[src/rtl/figure_eight_step_gen.sv]
// Step-pulse timing stage for the figure-eight animator: debounced speed buttons, rate divider, phase counter.
// Build option REVERSE_EN adds a dir input that makes step_count count down while dir=1.
module figure_eight_step_gen #(
   parameter int DEBOUNCE_CYCLES = 16,
   parameter int BASE_SHIFT      = 4,
   parameter int RATE_MAX        = 7,
   parameter int RATE_RESET      = 3
) (
   input  logic       clk,
   input  logic       reset,
   input  logic       btn_faster,
   input  logic       btn_slower,
   input  logic       pause,
   output logic       step,
   output logic [2:0] step_count,
   output logic [2:0] rate_idx
`ifdef REVERSE_EN
   ,
   input  logic       dir
`endif
);

   localparam int DIV_W = BASE_SHIFT + RATE_MAX;
   localparam int CNT_W = $clog2(DEBOUNCE_CYCLES);
   localparam logic [CNT_W-1:0] DB_LAST   = CNT_W'(DEBOUNCE_CYCLES - 1);
   localparam logic [2:0]       RATE_TOP  = 3'(RATE_MAX);
   localparam logic [2:0]       RATE_INIT = 3'(RATE_RESET);

   // bit 0 = faster, bit 1 = slower
   logic [1:0]       btn_raw;
   logic [1:0]       sync_a;
   logic [1:0]       sync_b;
   logic [1:0]       deb;
   logic [1:0]       deb_q;
   logic [1:0]       press;
   logic [CNT_W-1:0] db_cnt [2];

   logic             rate_up;
   logic             rate_dn;
   logic             rate_chg;
   logic [2:0]       rate_nxt;
   logic [2:0]       count_nxt;
   logic [DIV_W-1:0] div;
   logic [DIV_W-1:0] period_m1;

   assign btn_raw = {btn_slower, btn_faster};

   always_ff @(posedge clk or posedge reset) begin
      if (reset) begin
         sync_a <= '0;
         sync_b <= '0;
         deb    <= '0;
         deb_q  <= '0;
         press  <= '0;
         for (int i = 0; i < 2; i++) db_cnt[i] <= '0;
      end else begin
         sync_a <= btn_raw;
         sync_b <= sync_a;
         deb_q  <= deb;
         press  <= deb & ~deb_q;
         for (int i = 0; i < 2; i++) begin
            if (sync_b[i] == deb[i]) begin
               db_cnt[i] <= '0;
            end else if (db_cnt[i] == DB_LAST) begin
               deb[i]    <= ~deb[i];
               db_cnt[i] <= '0;
            end else begin
               db_cnt[i] <= db_cnt[i] + 1'b1;
            end
         end
      end
   end

   // Simultaneous presses cancel; saturated presses are not a change.
   always_comb begin
      rate_up  = press[0] & ~press[1] & (rate_idx != RATE_TOP);
      rate_dn  = press[1] & ~press[0] & (rate_idx != 3'd0);
      rate_nxt = rate_idx;
      if (rate_up)
         rate_nxt = rate_idx + 3'd1;
      else if (rate_dn)
         rate_nxt = rate_idx - 3'd1;
   end

   assign rate_chg  = rate_up | rate_dn;
   // PERIOD-1 = 2^(DIV_W - rate_idx) - 1, i.e. all ones shifted down by the rate
   assign period_m1 = {DIV_W{1'b1}} >> rate_idx;

`ifdef REVERSE_EN
   assign count_nxt = dir ? (step_count - 3'd1) : (step_count + 3'd1);
`else
   assign count_nxt = step_count + 3'd1;
`endif

   always_ff @(posedge clk or posedge reset) begin
      if (reset) begin
         rate_idx   <= RATE_INIT;
         div        <= '0;
         step       <= 1'b0;
         step_count <= '0;
      end else begin
         rate_idx <= rate_nxt;
         step     <= 1'b0;
         if (rate_chg) begin
            div <= '0;
         end else if (!pause) begin
            if (div == period_m1) begin
               div        <= '0;
               step       <= 1'b1;
               step_count <= count_nxt;
            end else begin
               div <= div + 1'b1;
            end
         end
      end
   end

endmodule

[config.mk]
export PLATFORM = sky130hd
export DESIGN_NAME = figure_eight_step_gen
export DESIGN_NICKNAME = d
export VERILOG_FILES = /design/src/rtl/figure_eight_step_gen.sv
export SDC_FILE = /design/constraint.sdc
export NUM_CORES = 1
export LEC_CHECK = 0
export CORE_MARGIN = 3
export CORE_UTILIZATION = 48
export DETAILED_ROUTE_END_ITERATION = 12
export PLACE_DENSITY = 0.7
export SLEW_MARGIN = 0
export SYNTH_ARGS = -nofsm -noshare
export SYNTH_HDL_FRONTEND = slang
export SYNTH_SLANG_ARGS = --single-unit
[constraint.sdc]
create_clock -name clk -period 2.8 [get_ports clk]
set_input_delay 0.28 -clock clk [delete_from_list [all_inputs] [get_ports clk]]
set_output_delay 0.28 -clock clk [all_outputs]
set_load 0.05 [all_outputs]
Yosys cells after proc, flatten, opt, wreduce, memory -nomap -nowiden
Index checks and enable logic that the tools add are counted.
{"block": "totals", "regBits": 36, "inputBits": 5, "out_inout_bits": 7, "wordCells": 58}
{"block": "classes", "add_sub_neg": 6, "eq_ne": 7, "shift": 1, "n_mux": 12, "n_bitwise": 15, "n_reduce_logical": 5}
{"operator": "2-to-1 mux 11 bit", "count": 3}
{"operator": "2-to-1 mux 4 bit", "count": 4}
{"operator": "adder 11 x 1 -> 11 bit (second input constant)", "count": 1}
{"operator": "equality test 11 bit", "count": 1}
{"operator": "right shift 11 x 3 -> 11 bit (first input constant)", "count": 1}
{"operator": "adder 4 x 1 -> 4 bit (second input constant)", "count": 2}
{"operator": "equality test 4 bit (second input constant)", "count": 2}
{"operator": "NOT 1 bit", "count": 8}
{"operator": "adder 3 x 1 -> 3 bit (second input constant)", "count": 2}
{"operator": "2-to-1 mux 3 bit", "count": 2}
{"operator": "AND 1 bit", "count": 4}
{"operator": "AND reduction 2 bit", "count": 2}
{"operator": "2-to-1 mux 1 bit", "count": 3}
{"operator": "inequality test 3 bit (second input constant)", "count": 1}
{"operator": "AND reduction 3 bit", "count": 1}
{"operator": "nonzero test 3 bit", "count": 1}
{"operator": "subtractor 3 x 1 -> 3 bit (second input constant)", "count": 1}
{"operator": "AND 2 bit", "count": 1}
{"operator": "equality test 1 bit", "count": 2}
{"operator": "inequality test 2 x 1 -> 1 bit (second input constant)", "count": 1}
{"operator": "NOT 2 bit", "count": 1}
{"operator": "nonzero test 2 bit", "count": 1}
{"operator": "bitwise OR 1 bit", "count": 1}

Logic depth before layout (Yosys ltp)
{"block": "depth", "ltp_word": 6, "depth_mapped": 8, "depth_no_buf": 7}

Worst setup path after synthesis
Ideal clock, no wire load.
{"block": "synth_timing", "path_kind": "flip-flop to flip-flop", "start": "register rate_idx[1]", "end": "register step_count[1]", "setup_time_ns": 0.125, "arrival_ns": 2.360, "t_required_ns": 2.675, "setup_slack_ns": 0.315, "path_stages_with_launch": 7, "n_path_buf": 1, "period_less_slack_ns": 2.485, "cell_sequence": "dfstp_2 buf_2 nor3_1 or4_4 a2111oi_4 nand3_2 mux2_4"}
{"block": "synth_via", "elab_chain_cells": 5, "elab_cells_between_ends": 9, "classes_between": "eq/ne (2); shift (1); bitwise (4); reduce/logical (2)"}
{"element": "start: declaration", "line": "16", "text": "output logic [2:0] rate_idx"}
{"element": "start signal: assignment", "line": "102", "text": "rate_idx <= rate_nxt;"}
{"element": "branches (longest 4 deep; another with right shift 11 x 3 -> 11 bit)"}
{"element": "AND reduction 3 bit (no line) *"}
{"element": "end signal: assignment", "line": "110", "text": "step_count <= count_nxt;"}
{"element": "end: declaration", "line": "15", "text": "output logic [2:0] step_count,"}
Mark *: on every way between the ends.
A chain may end at the register's enable or synchronous reset.

Worst setup path in the final report
{"block": "layout_timing", "start": "register rate_idx[1]", "end": "register div[2]"}
{"block": "layout_via", "elab_chain_cells": 5, "elab_cells_between_ends": 11, "classes_between": "eq/ne (3); shift (1); mux (3); bitwise (3); reduce/logical (1)"}
{"element": "right shift 11 x 3 -> 11 bit", "line": "87", "text": "assign period_m1 = {DIV_W{1'b1}} >> rate_idx;"}
{"element": "equality test 11 bit", "line": "107", "text": "if (div == period_m1) begin"}
{"element": "2-to-1 mux 11 bit", "line": "107"}
{"element": "2-to-1 mux 11 bit", "line": "106", "text": "end else if (!pause) begin"}
{"element": "2-to-1 mux 11 bit", "line": "104", "text": "if (rate_chg) begin"}
{"element": "end signal: assignment", "line": "112", "text": "div <= div + 1'b1;"}
{"element": "end: declaration", "line": "43", "text": "logic [DIV_W-1:0] div;"}
Several ways; a longest one is shown, not always the timed one. The select of a mux whose other input is x is not followed.

==> metrics.md <==
| Metric | Value |
|---|---|
| Status | `completed` |
| Clock network fraction of total power | `32.2%` |
| Arrival time at the worst endpoint | `2.60 ns` |
| Buffer count from post-CTS setup fixing | `0` |
| Area leader, netlist | `dfrtp_1` |
| Initial antenna violation count | `0` |
| Total track usage | `17.2%` |
| Fillers | `299` |
| Via Count | `1290` |
| Setup TNS | `0 ns` |
| Largest cells by area after synthesis | `dfrtp_1 (46%), o211a_1 (4.3%), xnor2_1 (4.3%), xor2_1 (4.3%), dfstp_2 (2.8%)` |
| Capturing element type of the critical path | `flop` |
| RR Endpoint | `div[2]` |
| Vias in the first global route | `1277` |
| P_leak | `0.932 nW` |
| Final Hold Fails | `0` |
| Netlist cell types | `44` |
| Switching share of power | `27.0%` |
| CTS buffer count | `5` |
| Largest net degree at the start of global routing | `21` |
| PD cells | `556 nW/um^2` |
| CTS tree | `built` |
| Drt initial violations | `48` |
| Worst Hold Class | `in -> async` |
| Area grow syn2layout | `12.8%` |
| Type of origin of the critical path | `flop` |
| Critical-path cell list | `nor3_1 > or4_4 > a2111oi_4 > nand2_1 > o211a_1` |
| Register area share after synthesis | `48.8%` |
| Overflow after GRT | `0` |
| Syn. warnings | `0` |
| First-pass GRT wire length | `5.72 mm` |
| Drt total wl | `3.31 mm` |
| Die area | `4640 sq um` |
| Port bufs | `11` |
| Post-Syn Area per Cell | `10.9 sq um` |
| Fin crit share | `86.7%` |
| Core area | `3520 sq um` |
| Root Buffer | `clkbuf_8` |
| EDFF count, synth | `0` |
| Yosys reg bits | `36` |
| Fin nets | `190` |
| Vert. Die Dim | `68.1 um` |
| Via density | `5.68` |
| Post-DP HPWL | `2.42 mm` |
| DRC Markers | `0` |
| Final antenna diode count | `0` |
| Unrepaired setup endpoints after global routing | `no` |
| Row Count | `21` |
| Ys flop type | `dfrtp_1` |
| Fmax | `412 MHz` |
| Fin crit period | `2.43 ns` |
| Crit path kind | `reg -> reg` |
| Final ANT Viol Nets | `0` |
| Int Power | `0.000848 W` |
| Clock transition at the registers of the reported paths | `0.07 ns` |
| CTS H-Tree Depth | `2` |
| WL per Instance | `14.6 um` |
| Most frequent cell after synthesis | `dfrtp_1` |
| Syn_nets | `179` |
| CP Data Required Time | `2.98 ns` |
| Max Cap Viol | `0` |
| Utilization of the core after routing | `59.3%` |
| IO Pins | `12` |
| Die width | `68.1 um` |
| Worst-case clock skew | `0.00387 ns` |
| Crit-path max FO | `13` |
| Setup violations, final | `0` |
| Peak supply drop | `0.353 mV` |
| Router iterations before antenna repair | `4` |
| Synth Instances | `169` |
| Worst Reg-to-Reg Cells | `5` |
| WP buf/inv | `0` |
| Cts repair resizes | `0` |
| Reg power frac | `54.2%` |
| Synth top cells by count | `dfrtp_1 (34), nand2_1 (10), nor2_1 (10), xnor2_1 (9), xor2_1 (9)` |
| Hold Buf Count CTS | `0` |
| Worst slew margin | `60.7%` |
| Top-area cell type share of the netlist area | `46.0%` |
| Worst-Skew Late Latency | `0.29 ns` |
| Fraction of layout cells with a size suffix above 1 | `11.6%` |
| Psw | `0.000313 W` |
| Final Max Slew Viols | `0` |
| Reg2reg setup slack | `0.37 ns` |
| Comb power frac | `13.6%` |
| Slew @ Worst Pin | `0.575 ns` |
| Critical path's top delay family | `simple AND/OR/NAND/NOR gates` |
| Clk sinks | `36` |
| Critical R2R Launch | `rate_idx[1]` |
| CP max stage cell | `dfstp_2` |
| Max stage delay on crit path | `0.67 ns` |
| Mapped cell area | `1850 sq um` |
| GP Congestion | `0.855` |
| CTS max path bufs | `2` |
| Post-DP Area | `2000 sq um` |
| Design Area, Final | `2090 sq um` |
| FFs w/ async S/R, synth | `100%` |
| Initial Util | `52.6%` |
-- power by group through the flow --
stage	Sequential (W)	Combinational, W	Clock [W]
after global routing	0.000639	0.000182	0.000410
after floorplan	0.000610	0.000148	0
after detailed placement	0.000639	0.000159	0
final	0.000630	0.000158	0.000374
after CTS	0.000629	0.000161	0.000385
after global placement	0.000634	0.000152	0
-- cells by family after synthesis --
group	Yosys count	share of synthesized area, %
buffers and inverters	18	4.26
AND/OR/NAND/NOR	50	15.2
XOR/XNOR	18	8.52
multiplexers	4	2.57
AO/OA/AOI/OAI	38	16.8
adder cells (fa/ha/maj)	5	3.79
flip-flops	36	48.8
-- routing by layer --
metal / share of wire, % / up-vias / track usage (%)
met2: 48 / 21 / 27.1
met3: 3.3 / 5 / 5.91
met5: 0 / - / 0
li1: - / 635 / -
met1: 47 / 629 / 21.4
met4: 1.8 / 0 / 7.44
-- registers in the layout (all words and copies together), names as in the netlist, 3 cells and up --
register	flops
div	11
db_cnt	8
rate_idx	3
step_count	3
-- area by class of cell --
cell class / count / area, sq um / area share [%]
clock buffers: 6 / 82.6 / 3.95
inverters: 7 / 26.3 / 1.26
repair buffers: 15 / 140 / 6.71
flip-flops and latches: 36 / 903 / 43.3
clock inverters: 2 / 10.0 / 0.479
well taps: 46 / 57.6 / 2.76
multi-input cells: 115 / 868 / 41.6
-- through the flow --
stage / cells / total power, W / setup WS, ns / hold WS (ns)
2_1_floorplan: 169 / 0.000758 / 0.315 / 0.311
3_3_place_gp: 219 / 0.000786 / 0.461 / 0.337
3_5_place_dp: 219 / 0.000798 / 0.375 / 0.340
4_1_cts: 227 / 0.00117 / 0.365 / 0.285
5_1_grt: 227 / 0.00123 / 0.256 / 0.318
6_report: 227 / 0.00116 / 0.373 / 0.278
-- worst max-delay path by stage --
stage | slack, ns | start | depth (start not counted) | endpoint
5_1_grt | 0.26 | rate_idx[1] | 5 | div[7]
2_1_floorplan | 0.32 | rate_idx[1] | 6 | step_count[1]
4_1_cts | 0.37 | rate_idx[1] | 5 | div[2]
3_3_place_gp | 0.46 | rate_idx[1] | 5 | div[4]
3_5_place_dp | 0.37 | rate_idx[1] | 5 | div[2]
6_report | 0.37 | rate_idx[1] | 5 | div[2]
-- placed cells by master, fill, tap and decap left out, types with 2 or more instances in the layout --
cell	count
o21ai_0	4
nor2_1	10
dfrtp_1	34
a21oi_1	7
nand4b_1	3
nor3_1	3
nand3_1	6
nand4_1	3
a311oi_1	3
nor2b_1	6
a22o_1	2
clkinv_2	2
buf_4	4
a2111oi_0	2
inv_1	7
ha_1	4
xor2_1	9
a211oi_1	3
clkdlybuf4s50_1	11
nor4bb_1	2
dfstp_2	2
xnor2_1	9
clkbuf_8	6
nand2_1	10
o211a_1	8
mux2_2	2
No activity file was read; power rests on OpenSTA's default activity.
